`config.mk`:
```
export PLATFORM = sky130hd
export DESIGN_NAME = marc_processor
export DESIGN_NICKNAME = d
export VERILOG_FILES = /design/src/rtl/marc_pkg.sv /design/src/rtl/marc_alu.sv /design/src/rtl/marc_processor.sv
export SDC_FILE = /design/constraint.sdc
export NUM_CORES = 1
export LEC_CHECK = 0
export BUFFER_PORTS_ARGS = -buffer_cell sky130_fd_sc_hd__clkbuf_2
export CORE_ASPECT_RATIO = 0.6
export CORE_MARGIN = 1
export CORE_UTILIZATION = 40
export CTS_BUF_LIST = sky130_fd_sc_hd__clkbuf_4
export DETAILED_ROUTE_END_ITERATION = 7
export SETUP_SLACK_MARGIN = 0.4
export SLEW_MARGIN = 20
export SYNTH_ARGS = -nofsm -noshare
export SYNTH_HDL_FRONTEND = slang
export SYNTH_SLANG_ARGS = --single-unit
```
`constraint.sdc`:
```
create_clock -name clk -period 6.8 [get_ports clk]
set_input_delay 0.68 -clock clk [delete_from_list [all_inputs] [get_ports clk]]
set_output_delay 0.68 -clock clk [all_outputs]
set_load 0.05 [all_outputs]
```
`src/rtl/marc_pkg.sv`:
```
// Shared constants and types for the mARC 16-bit multi-cycle core.
// Covers the opcode map, branch conditions, FSM states and instruction field positions.
package marc_pkg;

  typedef logic [2:0] state_t;
  localparam state_t ST_FETCH     = 3'd0;
  localparam state_t ST_DECODE    = 3'd1;
  localparam state_t ST_EXECUTE   = 3'd2;
  localparam state_t ST_MEMORY    = 3'd3;
  localparam state_t ST_WRITEBACK = 3'd4;

  localparam logic [3:0] OP_ADD    = 4'b0000;
  localparam logic [3:0] OP_OR     = 4'b0001;
  localparam logic [3:0] OP_ADDCC  = 4'b0010;
  localparam logic [3:0] OP_ANDCC  = 4'b0011;
  localparam logic [3:0] OP_SUBCC  = 4'b0100;
  localparam logic [3:0] OP_ORCC   = 4'b0101;
  localparam logic [3:0] OP_LD     = 4'b0110;
  localparam logic [3:0] OP_ST     = 4'b0111;
  localparam logic [3:0] OP_BR     = 4'b1001;
  localparam logic [3:0] OP_SETLOW = 4'b1010;
  localparam logic [3:0] OP_SETHI  = 4'b1011;

  localparam logic [2:0] CC_JMP  = 3'b000;
  localparam logic [2:0] CC_BA   = 3'b001;
  localparam logic [2:0] CC_BE   = 3'b010;
  localparam logic [2:0] CC_BNE  = 3'b011;
  localparam logic [2:0] CC_BNEG = 3'b100;
  localparam logic [2:0] CC_BLE  = 3'b101;
  localparam logic [2:0] CC_BL   = 3'b110;
  localparam logic [2:0] CC_BCS  = 3'b111;

  localparam int CALL_BIT = 15;
  localparam int OP_MSB   = 14;
  localparam int OP_LSB   = 11;
  localparam int RD_MSB   = 10;
  localparam int RD_LSB   = 8;
  localparam int RS1_MSB  = 7;
  localparam int RS1_LSB  = 5;
  localparam int RS2_MSB  = 4;
  localparam int RS2_LSB  = 2;

  typedef enum logic [1:0] {
    ALU_ADD,
    ALU_SUB,
    ALU_AND,
    ALU_OR
  } alu_op_e;

  typedef struct packed {
    logic n;
    logic z;
    logic v;
    logic c;
  } flags_t;

  function automatic logic op_writes_rd(input logic [3:0] op);
    return (op inside {OP_ADD, OP_OR, OP_ADDCC, OP_ANDCC, OP_SUBCC, OP_ORCC,
                       OP_LD, OP_SETLOW, OP_SETHI});
  endfunction

  function automatic logic op_is_cc(input logic [3:0] op);
    return (op inside {OP_ADDCC, OP_ANDCC, OP_SUBCC, OP_ORCC});
  endfunction

endpackage

```
`src/rtl/marc_alu.sv`:
```
// Combinational mARC ALU: add, subtract, and, or with N/Z/V/C.
// Subtraction reuses the adder as a + ~b + 1; C then reports borrow.
module marc_alu
  import marc_pkg::*;
(
  input  logic [15:0] i_a,
  input  logic [15:0] i_b,
  input  alu_op_e     i_op,
  output logic [15:0] o_res,
  output flags_t      o_flags
);

  logic        w_is_sub;
  logic [15:0] w_b_eff;
  logic [16:0] w_sum;

  // NOTE: every output of a combinational block gets a default first, so no path leaves it unassigned and no latch is inferred.
  always_comb begin
    w_is_sub = (i_op == ALU_SUB);
    w_b_eff  = w_is_sub ? ~i_b : i_b;
    w_sum    = {1'b0, i_a} + {1'b0, w_b_eff} + {16'd0, w_is_sub};
    o_res    = w_sum[15:0];
    o_flags  = '0;
    case (i_op)
      ALU_ADD, ALU_SUB: begin
        o_res     = w_sum[15:0];
        o_flags.v = (i_a[15] == w_b_eff[15]) && (w_sum[15] != i_a[15]);
        o_flags.c = w_is_sub ? ~w_sum[16] : w_sum[16];
      end
      ALU_AND: o_res = i_a & i_b;
      ALU_OR:  o_res = i_a | i_b;
      default: o_res = i_a | i_b;
    endcase
    o_flags.n = o_res[15];
    o_flags.z = (o_res == 16'd0);
  end

endmodule

```
`src/rtl/marc_processor.sv`:
```
// mARC core: 8x16 register file, five-state FETCH..WRITEBACK sequencer, single memory port.
// Every instruction spends exactly one clock in each state.
module marc_processor
  import marc_pkg::*;
#(
  parameter logic [15:0] RESET_PC = 16'h0000
) (
  input  logic        clk,
  input  logic        reset,
  input  logic [15:0] dataIn,
  output logic [15:0] busA,
  output logic [15:0] busB,
  output logic        rw
);

  state_t      r_state;
  logic [15:0] r_pc;
  logic [15:0] r_ir;
  logic [15:0] r_a;
  logic [15:0] r_b;
  logic [15:0] r_res;
  logic [15:0] r_link;
  logic [15:0] r_npc;
  flags_t      r_flags;
  logic [15:0] r_regs [8];

  logic        w_is_call;
  logic [3:0]  w_op;
  logic [2:0]  w_rd;
  logic [2:0]  w_rs1;
  logic [2:0]  w_rs2;
  logic        w_is_br;
  logic        w_is_jmp;
  logic        w_is_ld;
  logic        w_is_st;
  logic        w_taken;
  logic [15:0] w_pc_plus2;
  logic [15:0] w_next_pc;
  logic [15:0] w_exec_res;
  alu_op_e     w_alu_op;
  logic [15:0] w_alu_res;
  flags_t      w_alu_flags;

  always_comb begin
    w_is_call  = r_ir[CALL_BIT];
    w_op       = r_ir[OP_MSB:OP_LSB];
    w_rd       = r_ir[RD_MSB:RD_LSB];
    w_rs1      = r_ir[RS1_MSB:RS1_LSB];
    w_rs2      = r_ir[RS2_MSB:RS2_LSB];
    w_is_br    = !w_is_call && (w_op == OP_BR);
    w_is_jmp   = w_is_br && (w_rd == CC_JMP);
    w_is_ld    = !w_is_call && (w_op == OP_LD);
    w_is_st    = !w_is_call && (w_op == OP_ST);
    w_pc_plus2 = r_pc + 16'd2;
  end

  always_comb begin
    w_alu_op = ALU_OR;
    case (w_op)
      OP_ADD, OP_ADDCC: w_alu_op = ALU_ADD;
      OP_SUBCC:         w_alu_op = ALU_SUB;
      OP_ANDCC:         w_alu_op = ALU_AND;
      default:          w_alu_op = ALU_OR;
    endcase
  end

  marc_alu u_alu (
    .i_a     (r_a),
    .i_b     (r_b),
    .i_op    (w_alu_op),
    .o_res   (w_alu_res),
    .o_flags (w_alu_flags)
  );

  always_comb begin
    w_taken = 1'b0;
    case (w_rd)
      CC_BA:   w_taken = 1'b1;
      CC_BE:   w_taken = r_flags.z;
      CC_BNE:  w_taken = !r_flags.z;
      CC_BNEG: w_taken = r_flags.n;
      CC_BLE:  w_taken = r_flags.z | (r_flags.n ^ r_flags.v);
      CC_BL:   w_taken = r_flags.n ^ r_flags.v;
      CC_BCS:  w_taken = r_flags.c;
      default: w_taken = 1'b0;
    endcase
  end

  // Call displacement is a word offset: {IR[14:0],0} is sext(IR[14:0])<<1 truncated to 16 bits.
  always_comb begin
    w_next_pc = w_pc_plus2;
    if (w_is_call) begin
      w_next_pc = r_pc + {r_ir[14:0], 1'b0};
    end else if (w_is_jmp) begin
      w_next_pc = r_a;
    end else if (w_is_br && w_taken) begin
      w_next_pc = r_pc + {{8{r_ir[7]}}, r_ir[7:0]};
    end
  end

  always_comb begin
    w_exec_res = w_alu_res;
    case (w_op)
      OP_SETLOW: w_exec_res = {8'h00, r_ir[7:0]};
      OP_SETHI:  w_exec_res = {r_ir[7:0], 8'h00};
      default:   w_exec_res = w_alu_res;
    endcase
  end

  // NOTE: sequential state uses non-blocking assignments only, so every flop samples pre-edge values.
  always_ff @(posedge clk or negedge reset) begin
    if (!reset) begin
      r_state <= ST_FETCH;
      r_pc    <= RESET_PC;
      r_ir    <= '0;
      r_a     <= '0;
      r_b     <= '0;
      r_res   <= '0;
      r_link  <= '0;
      r_npc   <= '0;
      r_flags <= '0;
      // NOTE: the register file is only eight words and must read zero after reset, so it is built from resettable flops rather than a RAM macro.
      for (int i = 0; i < 8; i++) r_regs[i] <= '0;
    end else begin
      case (r_state)
        ST_FETCH: begin
          r_ir    <= dataIn;
          r_state <= ST_DECODE;
        end
        ST_DECODE: begin
          r_a     <= w_is_jmp ? r_regs[r_ir[2:0]] : r_regs[w_rs1];
          r_b     <= w_is_st ? r_regs[w_rd] : r_regs[w_rs2];
          r_state <= ST_EXECUTE;
        end
        ST_EXECUTE: begin
          r_res  <= w_exec_res;
          r_link <= w_pc_plus2;
          r_npc  <= w_next_pc;
          if (!w_is_call && op_is_cc(w_op)) r_flags <= w_alu_flags;
          r_state <= ST_MEMORY;
        end
        ST_MEMORY: begin
          if (w_is_ld) r_res <= dataIn;
          r_pc    <= r_npc;
          r_state <= ST_WRITEBACK;
        end
        ST_WRITEBACK: begin
          if (w_is_call) begin
            r_regs[7] <= r_link;
          end else if (op_writes_rd(w_op) && (w_rd != 3'd0)) begin
            r_regs[w_rd] <= r_res;
          end
          r_state <= ST_FETCH;
        end
        default: r_state <= ST_FETCH;
      endcase
    end
  end

  always_comb begin
    busA = r_pc;
    if ((r_state == ST_MEMORY) && (w_is_ld || w_is_st)) busA = r_a;
    busB = r_b;
    rw   = (r_state == ST_MEMORY) && w_is_st;
  end

endmodule

```
# Word-level counts from Yosys, hierarchy flattened
# Index checks and enable logic that the tools add are counted.
# classes
n_eq_ne	27
reduce_logical	30
bitwise	11
addsub	5
muxes	33
magnitude_cmp	5
# op_table
cell	count
16-bit 2-to-1 mux	19
16-bit binary-select mux with 3-bit select	4
128-bit bitwise mux	1
16-bit case mux with 2 select lines	2
16-bit demux with 3-bit select	1
16-bit case mux with 3 select lines	1
16-bit adder	2
16-bit by 16-bit adder with 17-bit output	1
17-bit by 1-bit adder with 17-bit output	1
16-bit by 2-bit adder with 16-bit output, second input constant	1
16-bit AND	1
4-bit by 3-bit equality test with 1-bit output, second input constant	4
4-bit >= comparator, second input constant	4
16-bit zero test	1
16-bit inverter	1
3-bit inverter with 4-bit output	4
16-bit bitwise OR	1
3-bit equality test, second input constant	5
3-bit by 2-bit equality test with 1-bit output, second input constant	4
4-bit equality test, second input constant	3
3-bit case mux with 4 select lines	1
1-bit logical AND	11
9-bit nonzero test	1
4-bit by 2-bit equality test with 1-bit output, second input constant	2
other kinds (26)	35
# totals
output_inout_bits	33
wordCells	131
regBits	247

# Longest topological paths before layout
# Gate-level depths: netlist of the first run.
# logic_depth
word_depth	10
depth_mapped	15

# By module
# From an unflattened synthesis of the first run, not the netlist that was laid out.
# hier_totals
hier_cells	1783
hier_area_um2	17465.5
# by_module_without_submodules
mod	seq_area_each_um2	cells_each	area_per_inst_um2	instances
marc_processor	6180.9	1560	15889.0	1
marc_alu	0.0	223	1576.5	1

# Least setup slack after synthesis of the first run
# OpenSTA, ideal clock, no wires.
# synth_timing
path_kind	flip-flop to flip-flop
startpoint	register r_ir[14]
endpoint	register r_flags[2] (netlist name)
setup_slack_ns	3.146
synth_period_minus_slack_ns	3.654
setup_ns	0.068
arrival_time_ns	3.586
path_buffers	3
stages_incl_launch_ff	16
cell_sequence	dfrtp_1 > buf_4 > nor4b_2 > buf_6 > buf_1 > xnor2_1 > ha_1 > and3b_1 > a2111o_2 > and3_4 > o2111ai_1 > nand3_1 > a2111oi_2 > nand4b_1 > nor4_1 > a32o_1
# synth_via
elab_chain_cells	9
elab_cells_between_ends	20
cone_classes	add/sub: 2; eq/ne: 7; mux: 3; reduce/logical: 8
# synth_lines
element	line_no	text
start: declaration	marc_processor.sv:18	logic [15:0] r_ir;
start signal: assignment	marc_processor.sv:127	r_ir <= dataIn;
4-bit by 2-bit equality test with 1-bit output / 4-bit zero test (equally long branches)	marc_pkg.sv:63, marc_processor.sv:59	
2-bit OR reduction	marc_processor.sv:59	case (w_op)
2-bit case mux with 3 select lines	marc_processor.sv:59	
2-bit by 1-bit equality test with 1-bit output	marc_alu.sv:19, marc_alu.sv:24	
16-bit 2-to-1 mux	marc_alu.sv:20	w_b_eff = w_is_sub ? ~i_b : i_b;
16-bit by 16-bit adder with 17-bit output	marc_alu.sv:21	w_sum = {1'b0, i_a} + {1'b0, w_b_eff} + {16'd0, w_is_sub};
17-bit by 1-bit adder with 17-bit output	marc_alu.sv:21	
16-bit case mux with 3 select lines	marc_alu.sv:24	case (i_op)
16-bit zero test	marc_alu.sv:35	o_flags.z = (o_res == 16'd0);
end signal: assignment	marc_processor.sv:139	if (!w_is_call && op_is_cc(w_op)) r_flags <= w_alu_flags;
end: declaration	marc_processor.sv:24	flags_t r_flags;
# Parallel ways exist; a longest one is shown, timed or not.
# A chain may end at the register's enable or synchronous reset.

# Worst setup path in the final report of the first run
# layout_timing
startpoint	register r_ir[13]
endpoint	register r_flags[2] (netlist name)
# Same word-level chain as after synthesis.

==> results.md, run 1 <==
* Clock sink total at 247
* Worst path arrival time at 4.85 ns
* Initial Utilization at 0.4055
* Hold crit path type: in2reg
* Die ar. at 0.04330 mm²
* CP max stage cell: dfrtp_1
* CTS H-tree depth at 2
* Die Y at 161.6 µm
* GRT Resource Usage Total at 0.2701
* IO Count at 51
* Vias after detailed routing at 13800
* WHS at 0.1396 ns
* Synth Instances at 1585
* Run status: finished clean
* Avg WL per Cell at 25.79 µm
* Drc violations at 0
* CTS max path bufs at 3
* Synthesized flop and latch total at 247
* Worst Path Max Fanout at 19
* Fin crit share at 0.6151
* Clock Tree Root: clkbuf_4
* Min cycle time layout at 4.183 ns
* Max-cap violations at 0
* Peak supply drop at 157.4 µV
* Pin count of the biggest net entering global routing at 152
* HPWL Detailed at 38.39 mm
* Hold depth at 3
* Worst path buffer plus inverter count at 2
* Largest cells by area after synthesis: dfrtp_1 (36%), mux4_2 (17%), mux2_2 (10%), nand2_1 (4.5%), o21ai_0 (4.0%)
* Routed Antenna Nets at 0
* Place WS at 2.739 ns
* Final Slew Violations at 0
* Crit path max-delay family: compound AO/OA/AOI/OAI gates
* Crit. path cell count at 14
* Rows at 58
* Vias in the first global route at 13200
* Commonest non-fill, non-tap cells in the layout: dfrtp_1 (238), nand2_1 (204), mux2_2 (151)
* TritonCTS clock tree: yes
* Primary FF master, synth: dfrtp_1
* Setup Viol. Count Final at 0
* Most common cell after layout, fill and taps aside: dfrtp_1
* Largest area contributor in the netlist: dfrtp_1
* Die Wd at 268.0 µm
* Achievable frequency at 239.1 MHz
* Setup TNS at 0 ns
* Nets at 1672
* Core Region at 0.04187 mm²
* Unique masters post-synth at 84
* Critical path data required time at 7.47 ns
* Iteration-0 DRC Markers at 1769
* Worst Setup Slack, final at 2.617 ns
* Synth async-reset ratio at 1.000
* Power Dens Cells at 268.9 mW/mm²
* Crit path cell chain: nor4b_4, buf_4, xnor2_1, inv_1, fa_1, nor2b_1, o2111ai_1, a211o_1, a41oi_1, o21a_1, a21oi_1, o21ai_0, nor4_1, a32o_1
* Resized cells post-CTS at 0
* Final-report hold violation count at 0
* Post-synth EDFFs at 0
* Yosys top cell area share at 0.3640
* Yosys warns at 0
* RSZ-0062 raised after global routing: false
* Sequential area share after synthesis at 0.3640
* Layout cells sized above 1 at 0.2961
* First-pass GRT wire length at 86.04 mm
* Area Overhead vs Synth at 8.983%
* Path depth of the worst reg2reg path at 14
* CTS Buf Count at 60
* Post-Synthesis Net Count at 1652
* Syn Std Cell Area at 0.01698 mm²
* Synthesized area per cell at 10.71 µm²
* CP Launch Type: flop
* Grt ovf at 0
* Clk pin slew, worst setup/hold paths at 0.08 ns
* Input/output buffers at 50
* CP Capture Type: flop
* Worst-Skew Late Latency at 0.80 ns
* Crit Path Category: reg2reg
* GP Congestion at 0.9612
* Slowest stage delay, CP at 0.66 ns
* Clk_skew at 0.08352 ns
* Fill cell count at 3995
* Antenna violations before repair at 3
* Detailed Routing Iterations Pass 1 at 6
* Drt via density at 6.218
* Relative slew slack at 0.2250
* Worst-margin pin slew at 1.160 ns
* Total Wirelength at 57.26 mm
* Leak at 0.008204 µW
[cell families after synthesis]
kind of cell,after synthesis,share of synthesized area
AO/OA/AOI/OAI,344,0.1263
XOR/XNOR,62,0.03198
adder cells (fa/ha/maj),53,0.03979
buffers and inverters,153,0.03611
flip-flops,247,0.3640
multiplexers,321,0.2951
AND/OR/NAND/NOR,405,0.1067
[per-layer routing]
layer	global-route usage	vias up	share of wire	routed length [µm]
met5	0	-	0	0
met1	0.4116	6967	0.45	25770
met4	0.06883	0	0.019	1111
met3	0.08385	92	0.12	7073
met2	0.3650	738	0.41	23300
li1	-	6006	-	-
[sequential cells by signal, summed over array words and instances, names as in the netlist]
register,cells
r_state,3
r_regs,128
r_npc,16
r_res,16
busB,16
r_a,16
r_pc,16
r_flags,4
r_link,16
r_ir,16
[layout make-up]
cell class | count | area, µm² | share of cell area
Antenna cell | 2 | 5.005 | 0.0002705
Clock buffer | 89 | 668.1 | 0.03611
Clock inverter | 16 | 71.32 | 0.003854
Inverter | 25 | 93.84 | 0.005071
Multi-Input combinational cell | 1185 | 10210 | 0.5519
Sequential cell | 247 | 6195 | 0.3348
Tap cell | 570 | 713.2 | 0.03854
Timing Repair Buffer | 86 | 545.5 | 0.02948
[Yosys cell counts, drive strengths merged (19+ instances only)]
cell    instances
a21oi          71
clkbuf         90
nand3          21
ha             46
nand2         204
xnor2          29
mux2          156
dfrtp         247
a22oi          19
buf            38
mux2i          37
o21ai         142
mux4          128
xor2           33
nor2           85
nor3           25
inv            25
[power by group]
group	total [µW]	leakage, µW	internal, µW	switching (µW)
clock	1270	0.000439	595	670
combinational	1700	0.00449	701	998
sequential	2010	0.00327	1680	332
total	4980	0.00820	2970	2000
[path summary, 6_finish.rpt]
check,slack (ns),from,to
max in group asynchronous,4.92,reset,r_regs[88]
min in group asynchronous,0.50,reset,r_flags[0]
min,0.14,dataIn[1],r_ir[1]
min reg2reg,0.44,r_regs[120],r_regs[120]
max,2.62,r_ir[13],r_flags[2]
max reg2reg,2.62,r_ir[13],r_flags[2]
[metrics by stage]
step	utilization	total power (µW)	area, µm²	cells
final	0.4419	4975	18500	2220
after global placement	0.4237	3660	17740	2112
after detailed placement	0.4238	3694	17740	2112
after global routing	0.4419	5271	18500	2219
after floorplan	-	3178	16980	1585
after CTS	0.4417	4980	18490	2218
[worst reg2reg max path, cell delays in order (launching register included)]
cell	delay (ns)
dfrtp_1	0.66
nor4b_4	0.29
buf_4	0.36
xnor2_1	0.20
inv_1	0.08
fa_1	0.40
nor2b_1	0.18
o2111ai_1	0.28
a211o_1	0.37
a41oi_1	0.28
o21a_1	0.17
a21oi_1	0.07
o21ai_0	0.33
nor4_1	0.12
a32o_1	0.27
[timing repair]
action,in CTS,in global routing
setup buffers,0,0
hold endpoints to repair,96,0
hold buffers,1,0
No activity file was read; power rests on OpenSTA's default activity.
==> run 2: changes to the inputs <==
clock period = 3.4 ns   (was 6.8 ns; I/O delays follow)
==> results.md, run 2 (synthesis results as in run 1) <==
* Run status: finished with violations
* Failing checks: setup timing
* Grt met3 use at 0.08614 (+0.002287)
* Most used routing layer: met1
* Commonest non-fill, non-tap cells in the layout: dfrtp_1 (232), nand2_1 (202), mux2_2 (151)
* Drt via density at 6.186 (-0.51%)
* RSZ-0062 raised after global routing: true
* Rows at 58 (unchanged)
* Total Wirelength at 60.90 mm (+6.4%)
* Setup Viol. Count Final at 5 (+5)
* Clock Tree Root: clkbuf_4
* Die Wd at 268.0 µm (unchanged)
* Die Y at 161.6 µm (unchanged)
* Max-cap violations at 0 (unchanged)
* Peak supply drop at 364.3 µV (+130%)
* CP Launch Type: flop
* Pin count of the biggest net entering global routing at 81 (-47%)
* Fin crit share at 1.043 (+0.4277)
* Worst path arrival time at 4.23 ns (-0.62 ns)
* CTS Buf Count at 61 (+1.7%)
* WHS at 0.1664 ns (+0.02687 ns)
* Clock sink total at 247 (unchanged)
* Crit Path Category: reg2reg
* Worst-margin pin slew at 0.9255 ns (-0.2341 ns)
* Avg WL per Cell at 25.99 µm (+0.78%)
* Min cycle time layout at 3.545 ns (-0.6373 ns)
* Most used cell, CP: buf_6
* Reg2Reg Setup Slack at -0.15 ns (-2.76 ns)
* Utilization after layout at 0.4856 (+0.04366)
* Layout cells sized above 1 at 0.3854 (+0.08932)
* GRT Resource Usage Total at 0.2855 (+0.01542)
* Leak at 0.008956 µW (+9.2%)
* First-pass GRT wire length at 90.85 mm (+5.6%)
* Final Slew Violations at 0 (unchanged)
* CP Capture Type: flop
* Max FFs per register at 128 (unchanged)
* Fill cell count at 3830 (-4.1%)
* Clk pin slew, worst setup/hold paths at 0.08 ns (about the same)
* Detailed Routing Iterations Pass 1 at 6 (unchanged)
* Achievable frequency at 282.1 MHz (+18%)
* Worst Setup Slack, final at -0.1454 ns (-2.763 ns)
* Drc violations at 0 (unchanged)
* GP Congestion at 1.020 (+6.1%)
* Critical path data required time at 4.08 ns (-3.39 ns)
* Hold crit path type: in2async
* Worst-Skew Late Latency at 0.78 ns (-0.02 ns)
* Initial Utilization at 0.4055 (unchanged)
* Die ar. at 0.04330 mm² (unchanged)
* CTS max path bufs at 3 (unchanged)
* Worst Path Max Fanout at 3 (-16)
* Area Overhead vs Synth at 19.75%
* Relative slew slack at 0.3782 (+0.1532)
* CP max stage cell: a2111o_2
* Routing usage on met1 at 0.4415 (+0.02981)
* Input/output buffers at 50 (unchanged)
* Crit path cell chain: nor4b_4, buf_4, buf_6, xor2_1, ha_2, or3_1, a2111o_2, buf_6, nand4_1, a31o_1, a32o_2, xor2_2, o21ai_2, nor4_2, a32o_1
* Antenna violations before repair at 4 (+1)
* CTS H-tree depth at 2 (unchanged)
* Vias after detailed routing at 14490 (+5.0%)
* Grt ovf at 0 (unchanged)
* Non-filler instance count after layout at 2343 (+5.5%)
* TritonCTS clock tree: yes
* Most common cell after layout, fill and taps aside: dfrtp_1
* Clk_skew at 0.04905 ns (-0.03446 ns)
* Placed cells at 2190 (+3.7%)
* Met2 Use GR at 0.3804 (+0.01531)
* Largest Register: r_regs
* HPWL Detailed at 42.15 mm (+9.8%)
* Power Total at 10590 µW (+110%)
* Vias in the first global route at 13940 (+5.6%)
* IO Count at 51 (unchanged)
* Final-report hold violation count at 0 (unchanged)
* Routed Antenna Nets at 0 (unchanged)
* Nets at 1799 (+7.6%)
* Core Region at 0.04187 mm² (unchanged)
* Power Dens Cells at 520.6 mW/mm² (+94%)
* Iteration-0 DRC Markers at 1823 (+3.1%)
* Slowest stage delay, CP at 0.46 ns (-0.20 ns)
==> run 2: cell count changes in the layout (fill, tap and decap cells not counted), sizes merged, moves of 5 or more <==
cell,change
buf,+113
clkinv,+5
clkbuf,-10
dlygate4sd3,+16
==> run 2: layer usage <==
metal	wire [µm]	vias to the layer above	part of all wire
met5	13	-	0.00021
met4	1411	2	0.023
met3	7672	103	0.13
met2	24510	879	0.40
met1	27300	7248	0.45
li1	-	6262	-
==> run 2: what timing repair did <==
item,in CTS,in global routing
endpoints found under the hold margin,100,0
endpoints found under the setup margin,39,80
hold buffers,17,0
setup buffers,17,15
resized for setup,78,74
pin swaps,44,46
==> run 2: critical path: cells and delay by family (launching register included) <==
kind	cells	cell delay, ns
AO/OA/AOI/OAI	5	1.17
flip-flops	1	0.42
buffers and inverters	3	0.41
AND/OR/NAND/NOR	4	1.05
adder cells (fa/ha/maj)	1	0.19
XOR/XNOR	2	0.22
==> run 2: final timing paths <==
kind | startpoint | end | depth (start not counted)
setup / recovery | r_ir[12] | r_flags[2] | 15
hold / removal | reset | r_a[15] | 2
setup reg to reg | r_ir[12] | r_flags[2] | 15
hold reg to reg | r_regs[120] | r_regs[120] | 0
max in group asynchronous | reset | r_regs[6] | 3
min in group clk | dataIn[7] | r_ir[7] | 3
==> run 2: cell type report <==
class | count | area, µm² | share of cell area
sequential | 247 | 6202 | 0.3050
clock inverter | 21 | 116.4 | 0.005723
inverter | 25 | 97.59 | 0.004800
multi-input combinational | 1185 | 10850 | 0.5334
antenna | 1 | 2.502 | 0.0001231
clock buffer | 82 | 615.6 | 0.03028
tap | 570 | 713.2 | 0.03508
timing repair buffer | 212 | 1739 | 0.08554
==> run 2: through the flow <==
step / instance area [µm²] / setup TNS (ns) / worst slack, ns
after global placement: 18470 / -0.1325 / -0.08659
final: 20330 / -0.3879 / -0.1454
after detailed placement: 18470 / -0.1829 / -0.09988
after floorplan: 17050 / 0 / 0.1231
after CTS: 19840 / -0.05906 / -0.05906
after global routing: 20330 / -1.614 / -0.3021
==> run 2: power breakdown <==
group / switching [µW] / internal, µW / total (µW)
combinational: 2340 / 1740 / 4090
sequential: 601 / 3370 / 3970
clock: 1340 / 1190 / 2530
